**config.mk**
```make
export PLATFORM = sky130hd
export DESIGN_NAME = led_bank_arbiter
export DESIGN_NICKNAME = d
export VERILOG_FILES = /design/src/rtl/led_bank_arbiter.sv
export SDC_FILE = /design/constraint.sdc
export NUM_CORES = 1
export LEC_CHECK = 0
export ABC_AREA = 1
export CORE_UTILIZATION = 29
export CTS_CLUSTER_DIAMETER = 100
export DETAILED_ROUTE_END_ITERATION = 16
export PLACE_DENSITY_LB_ADDON = 0.05
export REMOVE_ABC_BUFFERS = 1
export SYNTH_ARGS = -nofsm -noshare
export SYNTH_HDL_FRONTEND = slang
export SYNTH_SLANG_ARGS = --single-unit
```
**constraint.sdc**
```tcl
create_clock -name i_clk -period 1.6 [get_ports i_clk]
set_input_delay 0.32 -clock i_clk [delete_from_list [all_inputs] [get_ports i_clk]]
set_output_delay 0.32 -clock i_clk [all_outputs]
set_load 0.005 [all_outputs]
```
**src/rtl/led_bank_arbiter.sv**
```systemverilog
// Round-robin owner of the 8-LED bank with a hold limit and a blank cycle between owners.
// Optional idle heartbeat on o_led[0] when LED_ARB_HEARTBEAT_EN is defined.
module led_bank_arbiter #(
    parameter int NREQ     = 4,
    parameter int MIN_HOLD = 4,
    parameter int MAX_HOLD = 16,
    parameter int HB_DIV   = 8000000
) (
    input  logic              i_clk,
    input  logic              i_reset_n,
    input  logic [NREQ-1:0]   i_req,
    input  logic [8*NREQ-1:0] i_led_data,
    output logic [NREQ-1:0]   o_grant,
    output logic [7:0]        o_led,
    output logic              o_busy
);

    localparam int IDX_W  = $clog2(NREQ);
    localparam int HOLD_W = $clog2(MAX_HOLD + 1);
    localparam logic [HOLD_W-1:0] HOLD_LIMIT = HOLD_W'(MAX_HOLD);

    // MIN_HOLD is honoured implicitly because preemption waits for MAX_HOLD >= MIN_HOLD.
    if (NREQ < 2 || NREQ > 8 || MIN_HOLD < 1 || MAX_HOLD < MIN_HOLD || HB_DIV < 2) begin : g_param_check
        $error("led_bank_arbiter: illegal parameter combination");
    end

    typedef enum logic [1:0] {
        ST_IDLE  = 2'd0,
        ST_OWNED = 2'd1,
        ST_GAP   = 2'd2
    } state_t;

    state_t              state_r;
    logic [IDX_W-1:0]    owner_r;
    logic [IDX_W-1:0]    last_owner_r;
    logic [HOLD_W-1:0]   hold_r;
    logic [NREQ-1:0]     grant_r;
    logic [7:0]          led_r;
    logic                busy_r;

    logic [IDX_W-1:0]    pick_s;
    logic                any_req_s;
    logic                owner_req_s;
    logic                other_req_s;
    logic                release_s;
    logic [7:0]          owner_slice_s;
    logic [7:0]          idle_led_s;

    // First requester at or after last+1, wrapping modulo NREQ.
    function automatic logic [IDX_W-1:0] rr_pick(input logic [NREQ-1:0] req,
                                                 input logic [IDX_W-1:0] last);
        logic [IDX_W-1:0] idx;
        logic             found;
        logic             hit;
        rr_pick = last;
        found   = 1'b0;
        for (int i = 1; i <= NREQ; i++) begin
            idx     = IDX_W'((32'(last) + i) % NREQ);
            hit     = req[idx] & ~found;
            rr_pick = hit ? idx : rr_pick;
            found   = found | hit;
        end
    endfunction

    function automatic logic [NREQ-1:0] onehot(input logic [IDX_W-1:0] idx);
        onehot      = '0;
        onehot[idx] = 1'b1;
    endfunction

`ifdef LED_ARB_HEARTBEAT_EN
    localparam int HB_W = $clog2(HB_DIV);

    logic [HB_W-1:0] hb_cnt_r;
    logic            hb_r;
    logic            hb_wrap_s;
    logic            hb_nxt_s;

    // Heartbeat phase after the current edge, so IDLE shows it with no extra lag.
    always_comb begin
        hb_wrap_s  = (hb_cnt_r == HB_W'(HB_DIV - 1));
        hb_nxt_s   = hb_wrap_s ? ~hb_r : hb_r;
        idle_led_s = {7'b0000000, hb_nxt_s};
    end

    // Free-running heartbeat divider, independent of arbitration state.
    always_ff @(posedge i_clk or negedge i_reset_n) begin
        if (!i_reset_n) begin
            hb_cnt_r <= '0;
            hb_r     <= 1'b0;
        end else begin
            hb_cnt_r <= hb_wrap_s ? '0 : hb_cnt_r + 1'b1;
            hb_r     <= hb_nxt_s;
        end
    end
`else
    assign idle_led_s = 8'h00;
`endif

    // Request summaries and the owner's pattern slice.
    always_comb begin
        any_req_s     = |i_req;
        owner_req_s   = |(i_req & grant_r);
        other_req_s   = |(i_req & ~grant_r);
        release_s     = ~owner_req_s | ((hold_r >= HOLD_LIMIT) & other_req_s);
        pick_s        = rr_pick(i_req, last_owner_r);
        owner_slice_s = i_led_data[{owner_r, 3'b000} +: 8];
    end

    // Arbitration FSM with registered grant, LED drive and busy.
    always_ff @(posedge i_clk or negedge i_reset_n) begin
        if (!i_reset_n) begin
            state_r      <= ST_IDLE;
            owner_r      <= '0;
            last_owner_r <= IDX_W'(NREQ - 1);
            hold_r       <= '0;
            grant_r      <= '0;
            led_r        <= 8'h00;
            busy_r       <= 1'b0;
        end else begin
            case (state_r)
                ST_IDLE, ST_GAP: begin
                    if (any_req_s) begin
                        state_r <= ST_OWNED;
                        owner_r <= pick_s;
                        grant_r <= onehot(pick_s);
                        busy_r  <= 1'b1;
                        hold_r  <= HOLD_W'(1);
                        led_r   <= 8'h00;
                    end else begin
                        state_r <= ST_IDLE;
                        grant_r <= '0;
                        busy_r  <= 1'b0;
                        hold_r  <= '0;
                        led_r   <= (state_r == ST_IDLE) ? idle_led_s : 8'h00;
                    end
                end
                ST_OWNED: begin
                    if (release_s) begin
                        state_r      <= ST_GAP;
                        last_owner_r <= owner_r;
                        grant_r      <= '0;
                        led_r        <= 8'h00;
                        busy_r       <= 1'b0;
                        hold_r       <= '0;
                    end else begin
                        led_r  <= owner_slice_s;
                        hold_r <= (hold_r < HOLD_LIMIT) ? hold_r + 1'b1 : hold_r;
                    end
                end
                default: begin
                    state_r <= ST_IDLE;
                    grant_r <= '0;
                    led_r   <= 8'h00;
                    busy_r  <= 1'b0;
                    hold_r  <= '0;
                end
            endcase
        end
    end

    assign o_grant = grant_r;
    assign o_led   = led_r;
    assign o_busy  = busy_r;

endmodule

```
==> out/results.tsv, run 1 <==
metric	value	unit
worstSetupPathType	reg -> reg	
worst_pin_slew	0.468	ns
vdd_drop_max	737	uV
final_cells	344	
seq_area	603	sq um
finalCriticalPeriod	1.61	ns
period_share	101	%
drv_slew	0	
status	finished, violations left	
final-setup-viol-count	3	
area_delta_synth_final	58.4	%
ff2ff_setup_slack	-0.01	ns
ios	51	
grt_max_degree	25	
cp_max_fo	10	
dieArea	5290	sq um
clock_latency	0.27	ns
layout_common_cells	clkdlybuf4s50_1 (49), nand2_1 (46), nor2_1 (38)	
cp.arrival	1.78	ns
gr-total-overflow	0	
placementRows	25	
finClkSkew	0.00668	ns
die-height	72.7	microns
wirelength	3.93	mm
place_ws	-0.282	ns
slowest_delay	0.59	ns
syn_avg_cell_area	6.91	sq um
slowest_stage	dfstp_2	
cap_violations	0	
dp_cells	336	
grtUsageTotal	16.4	%
hpwl	2.90	mm
regToRegStartpoint	last_owner_r[0]	
reg2regPathDepth	12	
path_clk_slew	0.08	ns
cts_tree	done	
numCtsBuffers	3	
total_power	3.73	mW
wire_per_inst	11.4	microns
diodes	0	
path_delay_family	simple AND/OR/NAND/NOR gates	
worst_slack	-0.0113	ns
die_x	72.7	microns
leakage	1.07	nW
mostFrequentLayoutCell	clkdlybuf4s50_1	
synth_cell_type_count	23	
layout-drive-gt1-share	19.9	%
cts.sinks	24	
fill_cells	505	
hold_viol_final	0	
slew_headroom	68.8	%
clock-root-buffer	clkbuf_8	
port_buffers	50	
rsz0062_at_grt	yes	
grt_pass1_wl	6.67	mm
yosys_register_bits	24	
reg2reg_to	o_grant[0]	
clk_path_buf_depth	2	
num_vias	1517	
final_nets	318	
drc_errors	0	
path_buf_inv	3	
multi_input_area	811	sq um
tns	-0.0206	ns
htreeDepth	1	
worst_setup_path_start_kind	register	
drt_iter0_drc	94	
drt_first_pass_iters	4	
hold_path.class	in -> async	
core_area	4750	sq um
setup.worst_path.end_class	register	
grt_pass1_vias	1462	
fmaxAchievable	0.621	GHz
cp.required	1.77	ns
yosysSeqAreaShare	41.6	%
syn_area	1450	sq um
via_per_inst	4.41	
place.gp.congestion	0.790	
power_density	1620	nW/um^2
drtAntennaViolNets	0	
violations	negative setup slack	
initial_core_util	30.5	%
antenna_found_initial	0	
yosysWarnings	0	
syn-instance-count	210	
path_cells	buf_12 > nand2_1 > nand2_2 > nand2_2 > nand2_4 > inv_1 > nand3_2 > nand3_1 > nand2_2 > inv_2 > nand2_1 > nand2_1	
[stage by stage]
stage,util (%),instance area (sq um),hold WS (ns)
2_1_floorplan,-,1420,0.0244
3_3_place_gp,44.8,2130,0.463
3_5_place_dp,44.8,2130,0.466
4_1_cts,46.7,2220,0.407
5_1_grt,48.4,2300,0.426
6_report,48.4,2300,0.401
[layout make-up]
cell class / instances / share of cell area [%]
well taps: 67 / 3.65
multi-input cells: 162 / 35.3
inverters: 18 / 3.16
clock inverters: 1 / 1.31
flip-flops and latches: 24 / 26.2
clock buffers: 3 / 1.80
repair buffers: 69 / 28.6
[cell usage after synthesis]
| library cell | n | area share [%] |
|---|---|---|
| or2_0 | 1 | 0.43 |
| clkinv_1 | 1 | 0.26 |
| ha_1 | 2 | 1.7 |
| dfrtp_1 | 22 | 38 |
| nor2_1 | 38 | 9.8 |
| a21oi_2 | 1 | 0.60 |
| buf_2 | 2 | 0.69 |
| nand3_1 | 10 | 3.4 |
| nand2_2 | 7 | 3.0 |
| buf_6 | 1 | 0.78 |
| o21ai_0 | 22 | 7.6 |
| nand4_1 | 3 | 1.3 |
| inv_1 | 14 | 3.6 |
| xor2_1 | 2 | 1.2 |
| nand2_1 | 57 | 15 |
| o22ai_1 | 2 | 0.86 |
| nand2_4 | 1 | 0.78 |
| nor2_2 | 2 | 0.86 |
| clkbuf_1 | 3 | 0.78 |
| inv_2 | 3 | 0.78 |
| dfstp_2 | 2 | 3.6 |
| a21oi_1 | 13 | 4.5 |
| nand3_2 | 1 | 0.69 |
[logic make-up after synthesis]
logic type / after synthesis / synth area share [%]
xor+xnor: 2 / 1.21
fa+ha+maj: 2 / 1.72
buf+inv: 24 / 6.90
flops: 24 / 41.6
simple gates: 120 / 35.1
compound gates: 38 / 13.5
[how the worst max path moves through the flow]
stage                     cells past startpoint            start  slack, ns          to
after floorplan                              10  last_owner_r[0]       0.05  owner_r[1]
after global placement                        7         i_req[3]      -0.24    o_led[0]
after detailed placement                      7         i_req[3]      -0.28    o_led[0]
after CTS                                    10  last_owner_r[0]      -0.01  owner_r[1]
after global routing                         11  last_owner_r[0]      -0.12  o_grant[3]
final                                        12  last_owner_r[0]      -0.01  o_grant[0]
[power by group]
group	switching [mW]	total (mW)	internal [mW]
Combinational	1.28	2.27	0.990
Sequential	0.121	0.919	0.798
Clock	0.205	0.540	0.335
Total	1.61	3.73	2.12
[state kept, by name, indices dropped and copies added (netlist names)]
signal / cells
o_led: 8
hold_r: 5
o_grant: 4
last_owner_r: 2
owner_r: 2
state_r: 2
o_busy: 1
[routing by layer]
layer / track usage [%] / up-vias / part of all wire, % / routed length, microns
met5: 0 / - / 0 / 0
li1: - / 801 / - / -
met3: 3.59 / 7 / 3.3 / 131
met2: 27.7 / 27 / 48 / 1880
met4: 4.14 / 0 / 1.4 / 55
met1: 21.2 / 682 / 47 / 1860
[what timing repair did]
| action | CTS | global route |
|---|---|---|
| hold endpoints to repair | 0 | 0 |
| resized for setup | 3 | 21 |
| buffers inserted | 2 | 2 |
| hold buffers | 0 | 0 |
| pin swaps | 2 | 8 |
| endpoints found under the setup margin | 6 | 21 |
No activity file was read; power rests on OpenSTA's default activity.
==> inputs of run 2 (changes only) <==
- clock period: 1.6 -> 1.9 ns (I/O delays scaled with it)
==> run 2 against run 1 <==
The flow now finishes without violations. Wire length down 4.5%. Global-route usage down 0.84 points. Hold slack better by 0.059 ns. Critical path depth down 1. Cell area down 8.3%. Count of clock-buffer cells in the layout up 1. Clock power down 42%. Largest cell class unchanged.
==> out/results.tsv, run 2 (synthesis results as in run 1) <==
metric	value	unit
worst_pin_slew	0.468	ns
setup.worst_path.end_class	register	
drt_iter0_drc	71	
layout_common_cells	nand2_1 (57), clkdlybuf4s50_1 (50), nor2_1 (38)	
wirelength	3.75	mm
fill_cells	492	
initial_core_util	30.5	%
drc_errors	0	
multi_input_area	748	sq um
dieArea	5290	sq um
regToRegStartpoint	last_owner_r[0]	
slew_headroom	68.8	%
clock_latency	0.26	ns
port_buffers	50	
period_share	88.2	%
cp.required	2.11	ns
vdd_drop_max	559	uV
num_vias	1467	
numCtsBuffers	3	
cp_max_fo	7	
worstSetupPathType	reg -> reg	
wire_per_inst	11.3	microns
die-height	72.7	microns
rsz0062_at_grt	no	
mostFrequentLayoutCell	nand2_1	
antenna_found_initial	0	
drtAntennaViolNets	0	
grtUsageTotal	15.5	%
grt_pass1_vias	1418	
fmaxAchievable	0.597	GHz
routed.top_layer	met4	
hold_path.class	in -> async	
core_area	4750	sq um
cts_resized	0	
final_cells	333	
gr-total-overflow	0	
cp.arrival	1.89	ns
worst_setup_path_start_kind	register	
hold_viol_final	0	
final-setup-viol-count	0	
grt_max_degree	25	
drv_slew	0	
wl_met3	121	microns
grt_pass1_wl	6.42	mm
place_ws	0.0139	ns
crit_start	last_owner_r[0]	
cts.sinks	24	
layout-drive-gt1-share	10.5	%
drt_first_pass_iters	4	
place.gp.congestion	0.796	
ios	51	
dr_wl_met2	1.81	mm
path_clk_slew	0.09	ns
clk_path_buf_depth	2	
finClkSkew	0.00342	ns
placementRows	25	
ctsHoldBuffers	0	
seq_area	603	sq um
hpwl	2.86	mm
dp_cells	329	
htreeDepth	1	
worst_slack	0.224	ns
cts_setup_buffers	0	
finalCriticalPeriod	1.68	ns
tns	0	ns
clock-root-buffer	clkbuf_8	
power_density	1260	nW/um^2
final_nets	307	
status	completed	
leakage	0.976	nW
drt-met1-wl	1.80	mm
cap_violations	0	
via_per_inst	4.41	
diodes	0	
largest_reg_flops	8	
cts_tree	done	
die_x	72.7	microns
area_delta_synth_final	45.3	%
-- run 2: cell types whose count changed in the layout (fill, tap and decap cells not counted), sizes merged --
cell / delta
buf: -11
clkdlybuf4s50: +1
clkinv: -1
bufinv: -1
inv: +1
clkbuf: +1
dlymetal6s2s: -1
-- run 2: per-stage QoR --
stage | hold WS (ns) | cell area (sq um) | total power, mW | util [%]
after floorplan | 0.0844 | 1420 | 1.79 | -
after global placement | 0.457 | 2060 | 2.39 | 43.4
after detailed placement | 0.466 | 2060 | 2.37 | 43.4
after CTS | 0.475 | 2110 | 2.70 | 44.3
after global routing | 0.499 | 2110 | 2.95 | 44.3
final | 0.460 | 2110 | 2.65 | 44.3
-- run 2: routing by layer --
layer / GRT usage, % / vias up
met2: 26.9 / 23
met4: 2.18 / 0
li1: - / 782
met3: 3.59 / 2
met1: 20.2 / 660
met5: 0 / -
-- run 2: critical path: stages, from the launching register on --
cell,delay [ns]
dfstp_2,0.61
buf_4,0.15
nand2_1,0.06
nand2_2,0.11
nand2_1,0.06
nand2_1,0.09
nand3_2,0.09
nand2_1,0.09
nand2_1,0.07
nor2_2,0.15
nand2_1,0.08
nand2_1,0.06
-- run 2: path summary, 6_finish.rpt --
path | end | slack [ns] | cells after the start
min in group i_clk | o_busy | 0.48 | 2
max in group asynchronous | last_owner_r[1] | 1.15 | 2
worst min-delay path | o_grant[3] | 0.46 | 2
worst max-delay path | o_grant[0] | 0.22 | 11
worst max register to register | o_grant[0] | 0.22 | 11
worst min register to register | o_busy | 0.48 | 2
-- run 2: layout make-up --
class                           instances  area share [%]
Timing Repair Buffer                   58            26.6
Inverter                               18            3.20
Multi-Input combinational cell        162            35.5
Clock buffer                            4            2.14
Sequential cell                        24            28.6
Tap cell                               67            3.98
-- run 2: power by group --
| group | switching (mW) | internal (mW) | total, mW |
|---|---|---|---|
| Sequential | 0.106 | 0.672 | 0.778 |
| Combinational | 0.928 | 0.629 | 1.56 |
| Clock | 0.165 | 0.150 | 0.315 |
==> inputs of run 3 (changes only) <==
- CTS_CLUSTER_SIZE: default -> 10
==> results of run 3 <==
The final DEF is identical to that of run 2; final timing and power are the same.
